<file path="config.mk">
export PLATFORM = sky130hd
export DESIGN_NAME = trace_request_tracker
export DESIGN_NICKNAME = d
export VERILOG_FILES = /design/src/rtl/trace_request_tracker.sv
export SDC_FILE = /design/constraint.sdc
export NUM_CORES = 1
export LEC_CHECK = 0
export ABC_AREA = 1
export CORE_MARGIN = 1
export CORE_UTILIZATION = 35
export DETAILED_ROUTE_END_ITERATION = 6
export PLACE_DENSITY_LB_ADDON = 0.15
export SETUP_SLACK_MARGIN = 0.3
export SLEW_MARGIN = 20
export SYNTH_ARGS = -nofsm -noshare
export SYNTH_HDL_FRONTEND = slang
export SYNTH_SLANG_ARGS = --single-unit
export TNS_END_PERCENT = 30
</file>
<file path="constraint.sdc">
create_clock -name clk -period 3.3 [get_ports clk]
set_clock_uncertainty 0.05 [all_clocks]
set_input_delay 0.66 -clock clk [delete_from_list [all_inputs] [get_ports clk]]
set_output_delay 0.66 -clock clk [all_outputs]
set_load 0.02 [all_outputs]
</file>
<file path="src/rtl/trace_request_tracker.sv">
// -----------------------------------------------------------------------------
// trace_request_tracker
//
// In-order tracker for trace-driven memory requests. It sits between the trace
// repository and the data cache. Each accepted {trace_index, mem_addr} entry
// goes into an ENTRIES-deep circular table and is sent to memory with its slot
// number as the tag. Completions can come back in any order, by tag. Entries
// still retire strictly in allocation order.
//
// Optional feature (compile-time macro TRACKER_MERGE_EN):
//   When the macro is defined, a new entry whose address matches an in-flight
//   entry (MAKE_REQUEST or WAIT_FOR_PROCESSING) does not issue its own request.
//   It attaches to the oldest matching owner and completes on that owner's
//   response. When the macro is undefined, every entry owns itself.
//
// Ports
//   clk, rst                  clock, synchronous active-high reset
//   alloc_valid/ready/addr/index   new entry offer (ready = !full)
//   req_valid/ready/addr/tag       memory request (registered, stable while stalled)
//   resp_valid/tag                 completion strobe by owner tag, no backpressure
//   retire_valid/ready/index/addr  head entry hand-off to the consumer
//   count, full, empty             occupancy
//   resp_err                       sticky: a response hit a slot not in WAIT
//
// Slot states
//   state              | meaning
//   S_FREE             | slot unused
//   S_MAKE             | allocated, request not yet accepted by memory
//   S_WAIT             | request outstanding (own or owner's)
//   S_RET              | completed, waiting to reach head and retire
// -----------------------------------------------------------------------------
module trace_request_tracker #(
  parameter int ENTRIES     = 4,
  parameter int ADDR_WIDTH  = 32,
  parameter int INDEX_WIDTH = 17,
  localparam int TAG_W      = $clog2(ENTRIES)
) (
  input  logic                   clk,
  input  logic                   rst,
  input  logic                   alloc_valid,
  output logic                   alloc_ready,
  input  logic [ADDR_WIDTH-1:0]  alloc_addr,
  input  logic [INDEX_WIDTH-1:0] alloc_index,
  output logic                   req_valid,
  input  logic                   req_ready,
  output logic [ADDR_WIDTH-1:0]  req_addr,
  output logic [TAG_W-1:0]       req_tag,
  input  logic                   resp_valid,
  input  logic [TAG_W-1:0]       resp_tag,
  output logic                   retire_valid,
  input  logic                   retire_ready,
  output logic [INDEX_WIDTH-1:0] retire_index,
  output logic [ADDR_WIDTH-1:0]  retire_addr,
  output logic [TAG_W:0]         count,
  output logic                   full,
  output logic                   empty,
  output logic                   resp_err
);

  localparam logic [1:0] S_FREE = 2'd0;
  localparam logic [1:0] S_MAKE = 2'd1;
  localparam logic [1:0] S_WAIT = 2'd2;
  localparam logic [1:0] S_RET  = 2'd3;

  localparam logic [TAG_W:0]   FULL_CNT = (TAG_W+1)'(ENTRIES);
  localparam logic [TAG_W-1:0] ONE_TAG  = TAG_W'(1);

  logic [1:0]             state_q [ENTRIES];
  logic [1:0]             state_d [ENTRIES];
  logic [TAG_W-1:0]       owner_q [ENTRIES];
  logic [TAG_W-1:0]       owner_d [ENTRIES];
  logic [ADDR_WIDTH-1:0]  addr_q  [ENTRIES];
  logic [ADDR_WIDTH-1:0]  addr_d  [ENTRIES];
  logic [INDEX_WIDTH-1:0] index_q [ENTRIES];
  logic [INDEX_WIDTH-1:0] index_d [ENTRIES];

  logic [TAG_W-1:0] head_q, head_d;
  logic [TAG_W-1:0] tail_q, tail_d;
  logic [TAG_W:0]   count_q, count_d;
  logic             req_valid_q, req_valid_d;
  logic [TAG_W-1:0] req_tag_q, req_tag_d;
  logic             retire_valid_q, retire_valid_d;
  logic             err_q, err_d;
  logic [TAG_W-1:0] scan_slot;

  logic alloc_fire, req_fire, retire_fire;

  assign alloc_ready  = (count_q != FULL_CNT);
  assign alloc_fire   = alloc_valid && alloc_ready;
  assign req_fire     = req_valid_q && req_ready;
  assign retire_fire  = retire_valid_q && retire_ready;

  assign req_valid    = req_valid_q;
  assign req_tag      = req_tag_q;
  assign req_addr     = addr_q[req_tag_q];
  assign retire_valid = retire_valid_q;
  assign retire_index = index_q[head_q];
  assign retire_addr  = addr_q[head_q];
  assign count        = count_q;
  assign full         = (count_q == FULL_CNT);
  assign empty        = (count_q == '0);
  assign resp_err     = err_q;

`ifdef TRACKER_MERGE_EN
  // Oldest in-flight entry with the same address, scanning from head.
  // RET and FREE slots never match.
  logic             merge_hit;
  logic             merge_done;
  logic [TAG_W-1:0] merge_owner;
  logic [TAG_W-1:0] merge_slot;

  always_comb begin
    merge_hit   = 1'b0;
    merge_done  = 1'b0;
    merge_owner = '0;
    merge_slot  = '0;
    for (int i = 0; i < ENTRIES; i++) begin
      merge_slot = head_q + TAG_W'(i);
      if (!merge_hit && addr_q[merge_slot] == alloc_addr &&
          (state_q[merge_slot] == S_MAKE || state_q[merge_slot] == S_WAIT)) begin
        merge_hit   = 1'b1;
        merge_owner = owner_q[merge_slot];
        // The owner's response lands in the same cycle: the new slot is born complete.
        merge_done  = resp_valid && state_q[merge_slot] == S_WAIT &&
                      owner_q[merge_slot] == resp_tag;
      end
    end
  end
`endif

  always_comb begin
    state_d        = state_q;
    owner_d        = owner_q;
    addr_d         = addr_q;
    index_d        = index_q;
    head_d         = head_q;
    tail_d         = tail_q;
    err_d          = err_q;
    count_d        = count_q;
    req_valid_d    = 1'b0;
    req_tag_d      = req_tag_q;
    retire_valid_d = 1'b0;
    scan_slot      = '0;

    // Completion. This is evaluated on the current state, so a response that
    // races its own request handshake sees MAKE: it is flagged and then lost.
    if (resp_valid) begin
      if (state_q[resp_tag] != S_WAIT) err_d = 1'b1;
      for (int i = 0; i < ENTRIES; i++) begin
        if (state_q[i] == S_WAIT && owner_q[i] == resp_tag) state_d[i] = S_RET;
      end
    end

    if (req_fire) state_d[req_tag_q] = S_WAIT;

    if (retire_fire) begin
      state_d[head_q] = S_FREE;
      head_d          = head_q + ONE_TAG;
    end

    // The tail slot is FREE whenever the table is not full. It cannot be the
    // slot freed this cycle, because that would need count == ENTRIES.
    if (alloc_fire) begin
      addr_d[tail_q]  = alloc_addr;
      index_d[tail_q] = alloc_index;
      tail_d          = tail_q + ONE_TAG;
`ifdef TRACKER_MERGE_EN
      if (merge_hit) begin
        state_d[tail_q] = merge_done ? S_RET : S_WAIT;
        owner_d[tail_q] = merge_owner;
      end else begin
        state_d[tail_q] = S_MAKE;
        owner_d[tail_q] = tail_q;
      end
`else
      state_d[tail_q] = S_MAKE;
      owner_d[tail_q] = tail_q;
`endif
    end

    case ({alloc_fire, retire_fire})
      2'b10:   count_d = count_q + 1'b1;
      2'b01:   count_d = count_q - 1'b1;
      default: count_d = count_q;
    endcase

    // A stalled request holds its slot. Otherwise present the oldest MAKE
    // slot of the next state, so a fresh alloc shows up one cycle later.
    if (req_valid_q && !req_ready) begin
      req_valid_d = 1'b1;
    end else begin
      for (int i = 0; i < ENTRIES; i++) begin
        scan_slot = head_d + TAG_W'(i);
        if (!req_valid_d && state_d[scan_slot] == S_MAKE) begin
          req_valid_d = 1'b1;
          req_tag_d   = scan_slot;
        end
      end
    end

    retire_valid_d = (state_d[head_d] == S_RET);
  end

  always_ff @(posedge clk) begin
    if (rst) begin
      for (int i = 0; i < ENTRIES; i++) begin
        state_q[i] <= S_FREE;
        owner_q[i] <= '0;
        addr_q[i]  <= '0;
        index_q[i] <= '0;
      end
      head_q         <= '0;
      tail_q         <= '0;
      count_q        <= '0;
      req_valid_q    <= 1'b0;
      req_tag_q      <= '0;
      retire_valid_q <= 1'b0;
      err_q          <= 1'b0;
    end else begin
      state_q        <= state_d;
      owner_q        <= owner_d;
      addr_q         <= addr_d;
      index_q        <= index_d;
      head_q         <= head_d;
      tail_q         <= tail_d;
      count_q        <= count_d;
      req_valid_q    <= req_valid_d;
      req_tag_q      <= req_tag_d;
      retire_valid_q <= retire_valid_d;
      err_q          <= err_d;
    end
  end

endmodule
</file>
# Yosys cells after proc, flatten, opt, wreduce, memory -nomap -nowiden
# Index checks and enable logic that the tools add are counted.
[classes]
add_sub_neg = 7
n_reduce_logical = 23
mux = 59
n_bitwise = 17
eq_ne = 18
order_cmp = 11
[op_table]
columns = ["operator", "n"]
rows = [
  ["$mux W32", 5],
  ["$bmux W32 S2", 2],
  ["$bwmux W128", 1],
  ["$bwmux W68", 1],
  ["$demux W32 S2", 1],
  ["$mux W17", 3],
  ["$mux W2", 22],
  ["$bmux W17 S2", 1],
  ["$demux W17 S2", 1],
  ["$mux W8", 4],
  ["$ge A3 B3 Y1 const B", 8],
  ["$not A2 Y3", 8],
  ["$bmux W2 S2", 5],
  ["$logic_and A1 B1 Y1", 14],
  ["$demux W2 S2", 3],
  ["$eq A2 B2 Y1 const B", 6],
  ["$eq A2 B1 Y1 const B", 5],
  ["$lt A3 B1 Y1 const B", 3],
  ["$and A4 B4 Y4", 2],
  ["$and A8 B8 Y8", 1],
  ["$bwmux W8", 1],
  ["$eq A2 B2 Y1", 4],
  ["$mux W1", 8],
  ["$not A4 Y4", 2],
  ["other kinds (16)", 24],
]
[totals]
elab_cells = 158
ff_bits = 224
input_bits = 57
output_inout_bits = 92

# Logic depth before layout (Yosys ltp)
[logic_depth]
depth_word = 30
mapped_depth = 20
mapped_depth_nobuf = 18

# Worst setup path before layout
# OpenSTA, ideal clock, no wires.
[synth_path]
path_type = "register to register"
from = "register head_q[0]"
to = "register req_tag_q[0] (netlist: req_tag[0])"
period_less_slack_ns = 2.470
path_buffers = 3
path_stages_with_launch = 20
arrival_ns = 2.308
path_slack_ns = 0.830
t_required_ns = 3.138
setup_ns = 0.112
path_cell_list = "dfxtp_1 -> buf_6 -> inv_6 -> clkbuf_1 -> ha_1 -> inv_1 -> o21a_1 -> buf_6 -> xor2_4 -> inv_2 -> nand3_1 -> nand2_1 -> nand2_2 -> nand2_2 -> nor2_4 -> nand2_1 -> nand2_1 -> nand2_1 -> nor2_1 -> nor2_1"
[synth_between]
elab_chain_len = 28
word_cells_on_any_way = 55
classes_between = "add/sub: 4; order compare: 2; eq/ne: 4; mux: 27; bitwise: 9; reduce/logical: 9"
[synth_lines]
columns = ["item", "line", "source"]
rows = [
  ["start, declared", "77", "logic [TAG_W-1:0] head_q, head_d;"],
  ["start signal, assigned", "212", "head_q <= '0;"],
  ["start signal, assigned", "224", "head_q <= head_d;"],
  ["$not A2 Y3 (implied by the code)", "157", "state_d[head_q] = S_FREE;"],
  ["$ge A3 B3 Y1 (implied by the code) or $lt A3 B1 Y1 (tied branches)", "157", ""],
  ["$logic_and A1 B1 Y1 (implied by the code)", "157", ""],
  ["$mux W2 (implied by the code)", "157", ""],
  ["$demux W2 S2", "157", ""],
  ["$not A8 Y8 (no source line)", "--", ""],
  ["$and A8 B8 Y8 (no source line)", "--", ""],
  ["$mux W8", "156", "if (retire_fire) begin"],
  ["(+12 left out)", "--", ""],
  ["$logic_not A1 Y1", "194", "if (!req_valid_d && state_d[scan_slot] == S_MAKE) begin"],
  ["$logic_and A1 B1 Y1", "194", ""],
  ["$mux W1", "194", ""],
  ["$mux W1", "189", "if (req_valid_q && !req_ready) begin"],
  ["$logic_not A1 Y1", "194", ""],
  ["$logic_and A1 B1 Y1", "194", ""],
  ["$reduce_bool A4 Y1 (no source line)", "--", ""],
  ["$reduce_and A2 Y1 (no source line)", "--", ""],
  ["end signal, assigned", "228", "req_tag_q <= req_tag_d;"],
  ["end, declared", "81", "logic [TAG_W-1:0] req_tag_q, req_tag_d;"],
]
# Parallel ways exist; a longest one is shown, timed or not. The select of a mux whose other input is x is not followed.
# A chain may end at the register's enable or synchronous reset.

# Worst setup path in the final report
[layout_path]
from = "register req_tag_q[0] (netlist: req_tag[0])"
to = "output req_addr[19]"
[layout_between]
elab_chain_len = 4
[layout_lines]
columns = ["item", "line", "source"]
rows = [
  ["$not A2 Y3 (implied by the code)", "95", "assign req_addr = addr_q[req_tag_q];"],
  ["$bmux W32 S2", "95", ""],
  ["$mux W32 (implied by the code) (2 in series)", "95", ""],
  ["end, declared", "46", "output logic [ADDR_WIDTH-1:0] req_addr,"],
]
# No other way between the ends. The select of a mux whose other input is x is not followed.

==> flow_metrics.env <==
export IMPL_numCtsBuffers=26
export IMPL_start_util_pct=36.0
export IMPL_gp_congestion=0.844
export IMPL_hpwl_um=20300
export IMPL_grt_overflow_total=0
export IMPL_cts_root_buf="clkbuf_16"
export IMPL_die_area_mm2=0.0306
export IMPL_yosysUniqueCellTypes=36
export IMPL_tns_ps=0
export IMPL_grt_max_degree=113
export IMPL_nets=1649
export IMPL_post_cts_buffers=0
export IMPL_hold_class="register to register"
export IMPL_clk_pin_slew_ps=60
export IMPL_n_antenna_cell=0
export IMPL_clk_path_buf_depth=3
export IMPL_syn2layout_area_growth_pct=26.3
export IMPL_cts_tree="done"
export IMPL_grt_usage_pct=22.3
export IMPL_ir_drop_v=0.000398
export IMPL_synth_warnings=0
export IMPL_final_common_cell="nand2_1"
export IMPL_stdcell_area_mm2=0.0132
export IMPL_fillCellCount=2990
export IMPL_setup_viol=0
export IMPL_synthXorXnorAreaFrac_pct=0.263
export IMPL_cts_sinks=224
export IMPL_power_density_mw_per_mm2=569
export IMPL_seq_area_frac_synth_pct=42.8
export IMPL_grt_pass1_wl_um=54700
export IMPL_clock_latency_ps=530
export IMPL_cts_hold_buf=0
export IMPL_dieWidth_um=175
export IMPL_wl_per_cell_um=17.5
export IMPL_dp_cells=1937
export IMPL_routed_wirelength_um=34800
export IMPL_drcViolationCount=0
export IMPL_path_cells="nand2_1 > inv_1 > buf_12 > a22oi_1 > o221ai_1 > clkdlybuf4s50_1"
export IMPL_drive_gt1_share_pct=6.25
export IMPL_dieHeight_um=175
export IMPL_max_cap_violations=0
export IMPL_yosys_mux_area_fraction_pct=0.0956
export IMPL_p_total_uw=7530
export IMPL_hold_viol_final=0
export IMPL_drv_slew=0
export IMPL_yosys_area_share_adder_pct=1.27
export IMPL_critPathLaunchType="register"
export IMPL_rsz0062_at_grt="yes"
export IMPL_critical_path_max_stage_delay_ps=630
export IMPL_synth_area_mm2=0.0105
export IMPL_syn_inst=1489
export IMPL_critical_path_top_delay_family="buffers and inverters"
export IMPL_synth_top_family_by_area="compound AO/OA/AOI/OAI gates"
export IMPL_ant_nets=0
export IMPL_synth_compound_area_share_pct=27.6
export IMPL_cp_arrival_ps=2390
export IMPL_fin_cells=1984
export IMPL_antenna_found_initial=1
export IMPL_grt_pass1_vias=9771
export IMPL_final_cell_mix="nand2_1, dfxtp_1, a21oi_1"
export IMPL_crit_type="register to output pin"
export IMPL_p_leak_uw=0.00519
export IMPL_port_buffers=148
export IMPL_relSlewSlack_pct=42.2
export IMPL_timing_final_crit_share_pct=93.9
export IMPL_max_freq_ghz=0.323
export IMPL_dr_first_iter_drc_count=787
export IMPL_synth_fp_nets=1556
export IMPL_status="finished clean"
export IMPL_syn_avg_cell_area_um2=7.03
export IMPL_path_max_fanout=32
export IMPL_yosys_area_share_simple_pct=19.6
export IMPL_via_per_inst=5.28
export IMPL_io_pin_count=149
export IMPL_synth_seq_cells=224
export IMPL_cts_max_level=1
export IMPL_vias=10500
export IMPL_post_dp_cell_area_mm2=0.0123
export IMPL_core_mm2=0.0291
export IMPL_cp_num_buf_inv=3
export IMPL_min_period_ps=3100
export IMPL_worst_ep_required_time_ps=2590
export IMPL_slowest_stage="clkdlybuf4s50_1"
export IMPL_dr_pass1_iters=5
export IMPL_rows=62
export IMPL_end_kind="output pin"
export IMPL_tightest_slew_ps=867
-- registers in the layout, summed over array words and instances, names as in the netlist --
| name | count |
|---|---|
| count | 3 |
| tail_q | 2 |
| head_q | 2 |
| req_valid | 1 |
| addr_q | 128 |
| index_q | 68 |
| retire_valid | 1 |
| state_q | 8 |
| resp_err | 1 |
| owner_q | 8 |
| req_tag | 2 |
-- where the power goes --
part           total, µW  switching, µW  internal (µW)
Sequential          2960            103           2850
Combinational       1710           1090            616
Clock               2860           1180           1680
-- cells in the mapped netlist --
master / instances / area (µm²)
nand2_1: 337 / 1260
dfxtp_1: 224 / 4480
a21oi_1: 216 / 1080
o21ai_0: 178 / 891
nor2_1: 113 / 424
clkbuf_1: 101 / 379
inv_1: 101 / 379
o22ai_1: 49 / 307
nand3_1: 40 / 200
a22oi_1: 32 / 240
o221ai_1: 32 / 280
ha_1: 9 / 113
nand4_1: 7 / 43.8
buf_2: 5 / 25.0
inv_2: 5 / 18.8
nand2_2: 5 / 31.3
o21a_1: 4 / 30.0
o21bai_1: 4 / 30.0
buf_1: 3 / 11.3
buf_6: 3 / 33.8
nand3_2: 3 / 30.0
clkinv_1: 2 / 7.51
nor3_1: 2 / 10.0
o311ai_0: 2 / 17.5
a31oi_1: 1 / 6.26
and2_1: 1 / 6.26
buf_4: 1 / 7.51
fa_1: 1 / 20.0
inv_6: 1 / 8.76
mux2i_1: 1 / 10.0
nand2_4: 1 / 11.3
nand3_4: 1 / 17.5
nor2_2: 1 / 6.26
nor2_4: 1 / 11.3
o21ai_1: 1 / 5.00
xor2_4: 1 / 27.5
-- final timing paths --
check	startpoint	end	slack, ps	depth (start not counted)
max	req_tag[0]	req_addr[19]	200	6
min reg2reg	index_q[22]	index_q[22]	410	2
max reg2reg	head_q[1]	req_tag[0]	740	17
min	index_q[22]	index_q[22]	410	2
-- worst reg2reg max path: stages, from the launching register on --
cell and delay, ps:
dfxtp_2 340, inv_1 80, buf_6 270, ha_1 320, inv_1 80, o21a_1 260, xor2_4 240, inv_2 90
nand3_1 90, nand2_1 60, nand2_2 80, nand2_2 80, nor2_4 110, nand2_1 80, nand2_1 60, nand2_1 50
nor2_1 90, nor2_1 50
-- what timing repair did --
item                                    4_1_cts  5_1_grt
cloned                                        1        0
resized for setup                            32       19
endpoints found under the setup margin       81       62
-- stage by stage --
stage | worst slack [ps] | utilization [%] | hold WS (ps)
after floorplan | 830 | - | 391
after global placement | 390 | 42.3 | 398
after detailed placement | 382 | 42.3 | 402
after CTS | 154 | 45.3 | 412
after global routing | 97.8 | 45.5 | 427
final | 200 | 45.5 | 411
-- logic make-up after synthesis --
logic type               Yosys count
flip-flops                       224
buffers and inverters            222
AND/OR/NAND/NOR                  512
XOR/XNOR                           1
AO/OA/AOI/OAI                    519
multiplexers                       1
adder cells (fa/ha/maj)           10
-- metal layers --
metal	part of all wire, %	vias up	wire, µm	track usage, %
li1	-	5212	-	-
met1	48	4926	16700	30.7
met2	46	283	15800	36.5
met3	4.5	51	1580	2.89
met4	2.1	0	721	5.65
met5	0	-	0	0
-- final cells by class --
cell class / count / area (µm²) / area share [%]
well taps: 384 / 480 / 3.63
clock inverters: 8 / 76.3 / 0.577
flip-flops and latches: 224 / 4490 / 34.0
clock buffers: 38 / 767 / 5.80
inverters: 109 / 422 / 3.19
multi-input cells: 1043 / 5140 / 38.9
repair buffers: 178 / 1840 / 13.9
(Power assumes the default switching activity.)
